### src/rtl/conv_operand_loader_if.sv
// Bus bundle between the convolution operand loader, its controller, the two
// operand SRAMs and the MAC bank.
interface conv_operand_loader_if #(
    parameter int IFM_AW = 12,
    parameter int WGT_AW = 10
);
    logic              iStart;
    logic              iClear;
    logic [15:0]       iNumTile;
    logic [IFM_AW-1:0] iIfmBase;
    logic [WGT_AW-1:0] iWgtBase;

    logic              oIfmRdEn;
    logic [IFM_AW-1:0] oIfmRdAddr;
    logic [127:0]      iIfmRdData;
    logic              oWgtRdEn;
    logic [WGT_AW-1:0] oWgtRdAddr;
    logic [72:0]       iWgtRdData;

    logic [127:0] oDin0, oDin1, oDin2, oDin3, oDin4, oDin5, oDin6, oDin7;
    logic [72:0]  oWeight0, oWeight1, oWeight2, oWeight3;
    logic [72:0]  oWeight4, oWeight5, oWeight6, oWeight7;
    logic         vld_o;
    logic         oBusy;
    logic         oDone;

    // Loader side.
    modport master (
        input  iStart, iClear, iNumTile, iIfmBase, iWgtBase,
        input  iIfmRdData, iWgtRdData,
        output oIfmRdEn, oIfmRdAddr, oWgtRdEn, oWgtRdAddr,
        output oDin0, oDin1, oDin2, oDin3, oDin4, oDin5, oDin6, oDin7,
        output oWeight0, oWeight1, oWeight2, oWeight3,
        output oWeight4, oWeight5, oWeight6, oWeight7,
        output vld_o, oBusy, oDone
    );

    // Controller / SRAM / MAC side.
    modport slave (
        output iStart, iClear, iNumTile, iIfmBase, iWgtBase,
        output iIfmRdData, iWgtRdData,
        input  oIfmRdEn, oIfmRdAddr, oWgtRdEn, oWgtRdAddr,
        input  oDin0, oDin1, oDin2, oDin3, oDin4, oDin5, oDin6, oDin7,
        input  oWeight0, oWeight1, oWeight2, oWeight3,
        input  oWeight4, oWeight5, oWeight6, oWeight7,
        input  vld_o, oBusy, oDone
    );
endinterface

### src/rtl/conv_operand_loader.sv
// Loads 8 weight words once, then per tile 8 ifmap words, and presents them as
// one operand set to the MAC bank with a single-cycle valid pulse.
module conv_operand_loader #(
    parameter int IFM_AW = 12,
    parameter int WGT_AW = 10
) (
    input logic                   clk,
    input logic                   rstn,
    conv_operand_loader_if.master bus
);

    typedef enum logic [1:0] {
        IDLE  = 2'd0,
        WLOAD = 2'd1,
        FETCH = 2'd2,
        DRAIN = 2'd3
    } state_t;

    state_t            state, stateNext;
    logic [2:0]        k, kNext;
    logic [15:0]       t, tNext;
    logic [15:0]       numTile;
    logic [IFM_AW-1:0] ifmBase;
    logic [WGT_AW-1:0] wgtBase;
    logic              startHit;
    logic              lastTile;
    logic              ifmRdEn;
    logic              wgtRdEn;

    logic              capEn;
    logic              capIsWgt;
    logic [2:0]        capIdx;

    logic [127:0]      dinShadow [8];
    logic [72:0]       wgtShadow [8];
    logic [127:0]      din       [8];
    logic [72:0]       weight    [8];
    logic              vld;
    logic              done;
    logic              busy;

    assign lastTile = (17'(t) + 17'd1) >= 17'(numTile);

    always_comb begin
        // NOTE: every signal gets a default first so no path can leave one
        // unassigned, which would otherwise infer a latch.
        stateNext = state;
        kNext     = k;
        tNext     = t;
        ifmRdEn   = 1'b0;
        wgtRdEn   = 1'b0;
        startHit  = 1'b0;
        case (state)
            IDLE: begin
                if (bus.iStart) begin
                    startHit = 1'b1;
                    kNext    = 3'd0;
                    tNext    = 16'd0;
                    if (bus.iNumTile != 16'd0) stateNext = WLOAD;
                end
            end
            WLOAD: begin
                wgtRdEn = 1'b1;
                kNext   = k + 3'd1;
                if (k == 3'd7) stateNext = FETCH;
            end
            FETCH: begin
                ifmRdEn = 1'b1;
                kNext   = k + 3'd1;
                if (k == 3'd7) stateNext = DRAIN;
            end
            DRAIN: begin
                kNext     = 3'd0;
                tNext     = t + 16'd1;
                stateNext = lastTile ? IDLE : FETCH;
            end
            default: stateNext = IDLE;
        endcase
        if (bus.iClear) begin
            stateNext = IDLE;
            kNext     = 3'd0;
            startHit  = 1'b0;
        end
    end

    // NOTE: sequential state uses non-blocking assignments so every register
    // samples pre-edge values regardless of block ordering.
    always_ff @(posedge clk or negedge rstn) begin
        if (!rstn) begin
            state <= IDLE;
            k     <= 3'd0;
            t     <= 16'd0;
        end else begin
            state <= stateNext;
            k     <= kNext;
            t     <= tNext;
        end
    end

    always_ff @(posedge clk or negedge rstn) begin
        if (!rstn) begin
            numTile <= 16'd0;
            ifmBase <= '0;
            wgtBase <= '0;
        end else if (startHit) begin
            numTile <= bus.iNumTile;
            ifmBase <= bus.iIfmBase;
            wgtBase <= bus.iWgtBase;
        end
    end

    assign bus.oWgtRdEn   = wgtRdEn;
    assign bus.oIfmRdEn   = ifmRdEn;
    assign bus.oWgtRdAddr = wgtBase + WGT_AW'(k);
    // {t,k} is 8*t+k; truncation to IFM_AW gives the intended silent wrap.
    assign bus.oIfmRdAddr = ifmBase + IFM_AW'({t, k});

    // Read data returns one cycle after the request, so the slot it belongs to
    // is remembered for exactly one cycle.
    always_ff @(posedge clk or negedge rstn) begin
        if (!rstn) begin
            capEn    <= 1'b0;
            capIsWgt <= 1'b0;
            capIdx   <= 3'd0;
        end else begin
            capEn    <= (ifmRdEn || wgtRdEn) && !bus.iClear;
            capIsWgt <= wgtRdEn;
            capIdx   <= k;
        end
    end

    always_ff @(posedge clk or negedge rstn) begin
        if (!rstn) begin
            // NOTE: the shadow arrays are reset explicitly because operands
            // must read back as zero after reset, even before any load.
            for (int i = 0; i < 8; i++) begin
                dinShadow[i] <= '0;
                wgtShadow[i] <= '0;
            end
        end else if (capEn && !bus.iClear) begin
            if (capIsWgt) wgtShadow[capIdx] <= bus.iWgtRdData;
            else          dinShadow[capIdx] <= bus.iIfmRdData;
        end
    end

    always_ff @(posedge clk or negedge rstn) begin
        if (!rstn) begin
            for (int i = 0; i < 8; i++) begin
                din[i]    <= '0;
                weight[i] <= '0;
            end
            vld  <= 1'b0;
            done <= 1'b0;
        end else begin
            vld  <= 1'b0;
            done <= 1'b0;
            if (state == DRAIN && !bus.iClear) begin
                // The slot-7 ifmap word is still on the read bus during DRAIN.
                for (int i = 0; i < 7; i++) din[i] <= dinShadow[i];
                din[7] <= bus.iIfmRdData;
                for (int i = 0; i < 8; i++) weight[i] <= wgtShadow[i];
                vld  <= 1'b1;
                done <= lastTile;
            end else if (startHit && bus.iNumTile == 16'd0) begin
                done <= 1'b1;
            end
        end
    end

    always_ff @(posedge clk or negedge rstn) begin
        if (!rstn)             busy <= 1'b0;
        else if (bus.iClear)   busy <= 1'b0;
        else if (startHit)     busy <= 1'b1;
        else if (done)         busy <= 1'b0;
    end

    assign bus.vld_o = vld;
    assign bus.oDone = done;
    assign bus.oBusy = busy;

    assign bus.oDin0 = din[0];
    assign bus.oDin1 = din[1];
    assign bus.oDin2 = din[2];
    assign bus.oDin3 = din[3];
    assign bus.oDin4 = din[4];
    assign bus.oDin5 = din[5];
    assign bus.oDin6 = din[6];
    assign bus.oDin7 = din[7];

    assign bus.oWeight0 = weight[0];
    assign bus.oWeight1 = weight[1];
    assign bus.oWeight2 = weight[2];
    assign bus.oWeight3 = weight[3];
    assign bus.oWeight4 = weight[4];
    assign bus.oWeight5 = weight[5];
    assign bus.oWeight6 = weight[6];
    assign bus.oWeight7 = weight[7];

endmodule

### src/flat_wrapper.sv
// flat-port wrapper written by rule: the top's interface ports become plain ports
module conv_operand_loader_flat 
#(
    parameter int IFM_AW = 12,
    parameter int WGT_AW = 10
)
  (clk, rstn, bus_iStart, bus_iClear, bus_iNumTile, bus_iIfmBase, bus_iWgtBase, bus_iIfmRdData, bus_iWgtRdData, bus_oIfmRdEn, bus_oIfmRdAddr, bus_oWgtRdEn, bus_oWgtRdAddr, bus_oDin0, bus_oDin1, bus_oDin2, bus_oDin3, bus_oDin4, bus_oDin5, bus_oDin6, bus_oDin7, bus_oWeight0, bus_oWeight1, bus_oWeight2, bus_oWeight3, bus_oWeight4, bus_oWeight5, bus_oWeight6, bus_oWeight7, bus_vld_o, bus_oBusy, bus_oDone);
  conv_operand_loader_if #(.IFM_AW(IFM_AW), .WGT_AW(WGT_AW)) bus_i ();
  input logic clk;
  input logic rstn;
  input wire logic [$bits(bus_i.iStart)-1:0] bus_iStart;
  input wire logic [$bits(bus_i.iClear)-1:0] bus_iClear;
  input wire logic [$bits(bus_i.iNumTile)-1:0] bus_iNumTile;
  input wire logic [$bits(bus_i.iIfmBase)-1:0] bus_iIfmBase;
  input wire logic [$bits(bus_i.iWgtBase)-1:0] bus_iWgtBase;
  input wire logic [$bits(bus_i.iIfmRdData)-1:0] bus_iIfmRdData;
  input wire logic [$bits(bus_i.iWgtRdData)-1:0] bus_iWgtRdData;
  output wire logic [$bits(bus_i.oIfmRdEn)-1:0] bus_oIfmRdEn;
  output wire logic [$bits(bus_i.oIfmRdAddr)-1:0] bus_oIfmRdAddr;
  output wire logic [$bits(bus_i.oWgtRdEn)-1:0] bus_oWgtRdEn;
  output wire logic [$bits(bus_i.oWgtRdAddr)-1:0] bus_oWgtRdAddr;
  output wire logic [$bits(bus_i.oDin0)-1:0] bus_oDin0;
  output wire logic [$bits(bus_i.oDin1)-1:0] bus_oDin1;
  output wire logic [$bits(bus_i.oDin2)-1:0] bus_oDin2;
  output wire logic [$bits(bus_i.oDin3)-1:0] bus_oDin3;
  output wire logic [$bits(bus_i.oDin4)-1:0] bus_oDin4;
  output wire logic [$bits(bus_i.oDin5)-1:0] bus_oDin5;
  output wire logic [$bits(bus_i.oDin6)-1:0] bus_oDin6;
  output wire logic [$bits(bus_i.oDin7)-1:0] bus_oDin7;
  output wire logic [$bits(bus_i.oWeight0)-1:0] bus_oWeight0;
  output wire logic [$bits(bus_i.oWeight1)-1:0] bus_oWeight1;
  output wire logic [$bits(bus_i.oWeight2)-1:0] bus_oWeight2;
  output wire logic [$bits(bus_i.oWeight3)-1:0] bus_oWeight3;
  output wire logic [$bits(bus_i.oWeight4)-1:0] bus_oWeight4;
  output wire logic [$bits(bus_i.oWeight5)-1:0] bus_oWeight5;
  output wire logic [$bits(bus_i.oWeight6)-1:0] bus_oWeight6;
  output wire logic [$bits(bus_i.oWeight7)-1:0] bus_oWeight7;
  output wire logic [$bits(bus_i.vld_o)-1:0] bus_vld_o;
  output wire logic [$bits(bus_i.oBusy)-1:0] bus_oBusy;
  output wire logic [$bits(bus_i.oDone)-1:0] bus_oDone;
  assign bus_i.iStart = bus_iStart;
  assign bus_i.iClear = bus_iClear;
  assign bus_i.iNumTile = bus_iNumTile;
  assign bus_i.iIfmBase = bus_iIfmBase;
  assign bus_i.iWgtBase = bus_iWgtBase;
  assign bus_i.iIfmRdData = bus_iIfmRdData;
  assign bus_i.iWgtRdData = bus_iWgtRdData;
  assign bus_oIfmRdEn = bus_i.oIfmRdEn;
  assign bus_oIfmRdAddr = bus_i.oIfmRdAddr;
  assign bus_oWgtRdEn = bus_i.oWgtRdEn;
  assign bus_oWgtRdAddr = bus_i.oWgtRdAddr;
  assign bus_oDin0 = bus_i.oDin0;
  assign bus_oDin1 = bus_i.oDin1;
  assign bus_oDin2 = bus_i.oDin2;
  assign bus_oDin3 = bus_i.oDin3;
  assign bus_oDin4 = bus_i.oDin4;
  assign bus_oDin5 = bus_i.oDin5;
  assign bus_oDin6 = bus_i.oDin6;
  assign bus_oDin7 = bus_i.oDin7;
  assign bus_oWeight0 = bus_i.oWeight0;
  assign bus_oWeight1 = bus_i.oWeight1;
  assign bus_oWeight2 = bus_i.oWeight2;
  assign bus_oWeight3 = bus_i.oWeight3;
  assign bus_oWeight4 = bus_i.oWeight4;
  assign bus_oWeight5 = bus_i.oWeight5;
  assign bus_oWeight6 = bus_i.oWeight6;
  assign bus_oWeight7 = bus_i.oWeight7;
  assign bus_vld_o = bus_i.vld_o;
  assign bus_oBusy = bus_i.oBusy;
  assign bus_oDone = bus_i.oDone;
  conv_operand_loader #(.IFM_AW(IFM_AW), .WGT_AW(WGT_AW)) u_core (.clk(clk), .rstn(rstn), .bus(bus_i));
endmodule
### config.mk
export PLATFORM = sky130hd
export DESIGN_NAME = conv_operand_loader_flat
export DESIGN_NICKNAME = d
export VERILOG_FILES = /design/src/rtl/conv_operand_loader_if.sv /design/src/rtl/conv_operand_loader.sv /design/src/flat_wrapper.sv
export SDC_FILE = /design/constraint.sdc
export NUM_CORES = 2
export LEC_CHECK = 0
export ABC_AREA = 1
export ABC_CLOCK_PERIOD_IN_PS = 2820
export BUFFER_PORTS_ARGS = -buffer_cell sky130_fd_sc_hd__buf_2
export CAP_MARGIN = 20
export CELL_PAD_IN_SITES_DETAIL_PLACEMENT = 2
export CELL_PAD_IN_SITES_GLOBAL_PLACEMENT = 2
export CORE_AREA = 4 4 738 740
export DETAILED_ROUTE_END_ITERATION = 7
export DIE_AREA = 0 0 742 744
export PLACE_DENSITY_LB_ADDON = 0.1
export SYNTH_ARGS = -nofsm -noshare
export SYNTH_HDL_FRONTEND = slang
export SYNTH_SLANG_ARGS = --single-unit
### constraint.sdc
create_clock -name clk -period 2.82 [get_ports clk]
set_clock_uncertainty 0.1 [all_clocks]
set_input_delay 0.564 -clock clk [delete_from_list [all_inputs] [get_ports clk]]
set_output_delay 0.564 -clock clk [all_outputs]
set_load 0.05 [all_outputs]
==> flow_metrics.py <==
metrics = {
    "die": {
        "start_util": 0.217,
        "fp.dieW_um": 742,
        "row_count": 270,
        "io_pins": 1878,
        "core-area_um2": 539000,
        "die-height_um": 744,
        "dieArea_um2": 552000,
    },
    "setup_path": {
        "path_class": "register to primary output",
        "cp.arrival_ps": 2820,
        "worstSetupStartpointType": "register",
        "rrSetupSlack_ps": -80,
        "required_ps": 2160,
        "endpoint_kind": "primary output",
        "crit_path_max_fanout": 3,
    },
    "grt": {
        "grt_pass1_wl_um": 816000,
        "grt_use_total": 0.204,
        "antenna_found_initial": 64,
        "overflow": 0,
        "grt_pass1_vias": 104000,
        "grt_max_degree": 116,
    },
    "finish": {
        "fin_cells": 22000,
        "nets": 14700,
        "drive_above_1_share": 0.213,
        "fill_cells": 59800,
        "utilization": 0.285,
        "area_growth_pct": 31.0,
    },
    "clock_network": {
        "cts_root_buf": "clkbuf_16",
        "cts_made_buffers": 396,
        "clkTransAtPathRegs_ps": 60,
        "clk_latency_ps": 960,
        "clock-sinks": 3155,
        "cts_tree": "yes",
        "ctsHtreeMaxLevel": 5,
        "clockBufferDepth": 4,
    },
    "logic_synthesis": {
        "synth_edf_count": 0,
        "ys_ff_latch": 3155,
        "synth_top_flop_cell": "dfrtp_1",
        "synthCells": 12100,
        "netlist_area_um2": 117000,
        "synth.largest_area_cell": "dfrtp_1",
        "synth.net_count": 12400,
        "yosysWarningCount": 0,
        "ys_types": 35,
        "avgSynthCellArea_um2": 9.64,
        "async_reset_ff_frac": 1.00,
        "synthTopCellsByArea": "dfrtp_1 67%, nand2_1 19%, o21ai_0 6.1%",
        "synth_seq_area_share": 0.674,
        "yosysTopAreaCellShare": 0.674,
    },
    "drt": {
        "dr_total_vias": 94200,
        "route.detailed.drc": 0,
        "first_pass_iters": 5,
        "drt_wl_total_um": 575000,
        "routedWlPerCell_um": 26.2,
        "drtIter0Drc": 5189,
        "viasPerCell": 4.29,
        "ant_nets": 0,
    },
    "run": {
        "drv_cap": 0,
    },
    "placement": {
        "dp_cells": 21000,
        "hpwlAfterDp_um": 420000,
        "place_congestion": 0.824,
        "port_buffers": 1877,
    },
    "sta": {
        "finalHoldViolations": 0,
        "finalSetupViolCount": 22,
        "setup_ws_ps": -668,
        "fmax_mhz": 287,
        "worst_pin_slew_ps": 918,
        "relSlewSlack": 0.387,
        "period_minus_slack_ps": 3490,
        "rsz0062_at_grt": "true",
        "slew_viol_final": 0,
        "post-route-period-util": 1.24,
    },
    "outcome": {
        "outcome": "finished, violations left",
        "violations": "setup timing",
    },
    "power": {
        "p_leak_nw": 82.4,
        "irDropWorstVdd_mv": 0.500,
        "p_per_area_nw_per_um2": 950,
    },
    "min_path": {
        "min_path_type": "input port to register",
    },
}
-- kinds of logic after synthesis --
logic type | synth area share
AO/OA/AOI/OAI | 0.0752
XOR/XNOR | 0.00202
adder cells (fa/ha/maj) | 0.00440
buffers and inverters | 0.0460
flip-flops | 0.674
multiplexers | 0.00173
AND/OR/NAND/NOR | 0.197
-- cell type report --
cell class	count	area [um^2]	area share
clock inverter	113	1420	0.00923
inverter	370	1400	0.00910
timing repair buffer	2540	17100	0.111
antenna	33	82.6	0.000538
clock buffer	599	11800	0.0768
sequential	3155	79000	0.514
multi-input combinational	7936	33700	0.220
tap	7208	9020	0.0588
-- layout by cell type, fill, tap and decap left out, drive strengths merged, types with 18 or more instances in the layout --
master / instances
nand2: 6010
buf: 2353
bufinv: 19
dfrtp: 3155
ha: 38
xor2: 21
clkinv: 79
dlygate4sd3: 187
nor2: 47
a21oi: 22
mux2: 18
nand3: 22
o21ai: 1717
diode: 33
clkbuf: 599
inv: 380
-- what timing repair did --
item / 4_1_cts / 5_1_grt
buffers inserted: 26 / 18
hold buffers: 187 / 0
gates resized for setup: 146 / 59
hold endpoints to repair: 1538 / 0
endpoints found under the setup margin: 24 / 22
pin swaps: 37 / 48
-- path summary, 6_finish.rpt --
kind                                  startpoint                       to  depth (start not counted)
hold reg to reg            u_core.dinShadow[475]     u_core.bus.oDin4[91]                          2
max in group asynchronous                   rstn  u_core.bus.oWeight0[24]                          5
setup reg to reg                     u_core.t[1]          u_core.state[1]                         20
setup / recovery                     u_core.k[0]        bus_oIfmRdAddr[6]                         11
min in group asynchronous                   rstn     u_core.bus.oDin0[71]                          2
hold / removal                 bus_iIfmRdData[1]    u_core.dinShadow[513]                          3
-- worst max-delay path: stages (launching register included) --
cell and delay, ps:
dfrtp_1 400, ha_2 210, inv_2 40, fa_2 360
o21ai_2 150, nand2_1 70, nand2_1 80, nand2_1 60
nand2_2 80, buf_6 110, xor2_2 140, buf_6 170
-- power breakdown --
part	leakage (nW)	internal, W	switching (W)
Sequential	42.7	0.0529	0.00569
Clock	6.51	0.0306	0.0214
Combinational	33.1	0.00811	0.0270
Total	82.4	0.0916	0.0542
-- cell usage after synthesis, types with 2 or more instances --
cell type / count
a21oi_1: 22
a22o_1: 2
buf_1: 23
buf_2: 390
buf_4: 7
buf_6: 120
clkbuf_1: 148
dfrtp_1: 3155
fa_1: 2
ha_1: 38
inv_1: 366
inv_2: 4
mux2_2: 18
nand2_1: 6002
nand2_4: 7
nand3_1: 22
nand3b_1: 3
nand4_1: 8
nor2_1: 44
nor3_1: 6
o21ai_0: 1423
o21ai_1: 294
o22ai_1: 8
xnor2_1: 6
xor2_1: 21
-- metal layers --
layer | track usage | wire (um)
met5 | 0 | 50
met4 | 0.0810 | 27500
met3 | 0.0526 | 36500
met2 | 0.340 | 270000
met1 | 0.251 | 241000
-- sequential cells by signal, indices dropped and copies added (netlist names), 73 cells and up --
register and flops:
u_core.bus.oDin5 128, u_core.bus.oWeight6 73, u_core.wgtShadow 584, u_core.bus.oWeight3 73, u_core.bus.oDin6 128, u_core.bus.oDin4 128, u_core.bus.oWeight7 73, u_core.bus.oWeight1 73
u_core.bus.oWeight4 73, u_core.bus.oWeight5 73, u_core.bus.oDin2 128, u_core.bus.oWeight2 73, u_core.bus.oDin1 128, u_core.bus.oDin0 128, u_core.dinShadow 896, u_core.bus.oDin3 128
u_core.bus.oDin7 128, u_core.bus.oWeight0 73
-- per-stage QoR --
step / area, um^2 / setup WS (ps) / hold slack (ps) / power, W / setup TNS [ps]
global placement: 137000 / -281 / 351 / 0.0929 / -478
CTS: 153000 / -787 / 4.36 / 0.148 / -11590
floorplan: 117000 / 46.4 / 168 / 0.0791 / 0
finish: 153000 / -668 / 95.5 / 0.146 / -9540
global route: 153000 / -856 / 27.6 / 0.153 / -12910
detailed placement: 137000 / -194 / 356 / 0.0939 / -344
Power figures use the tool's default switching activity.
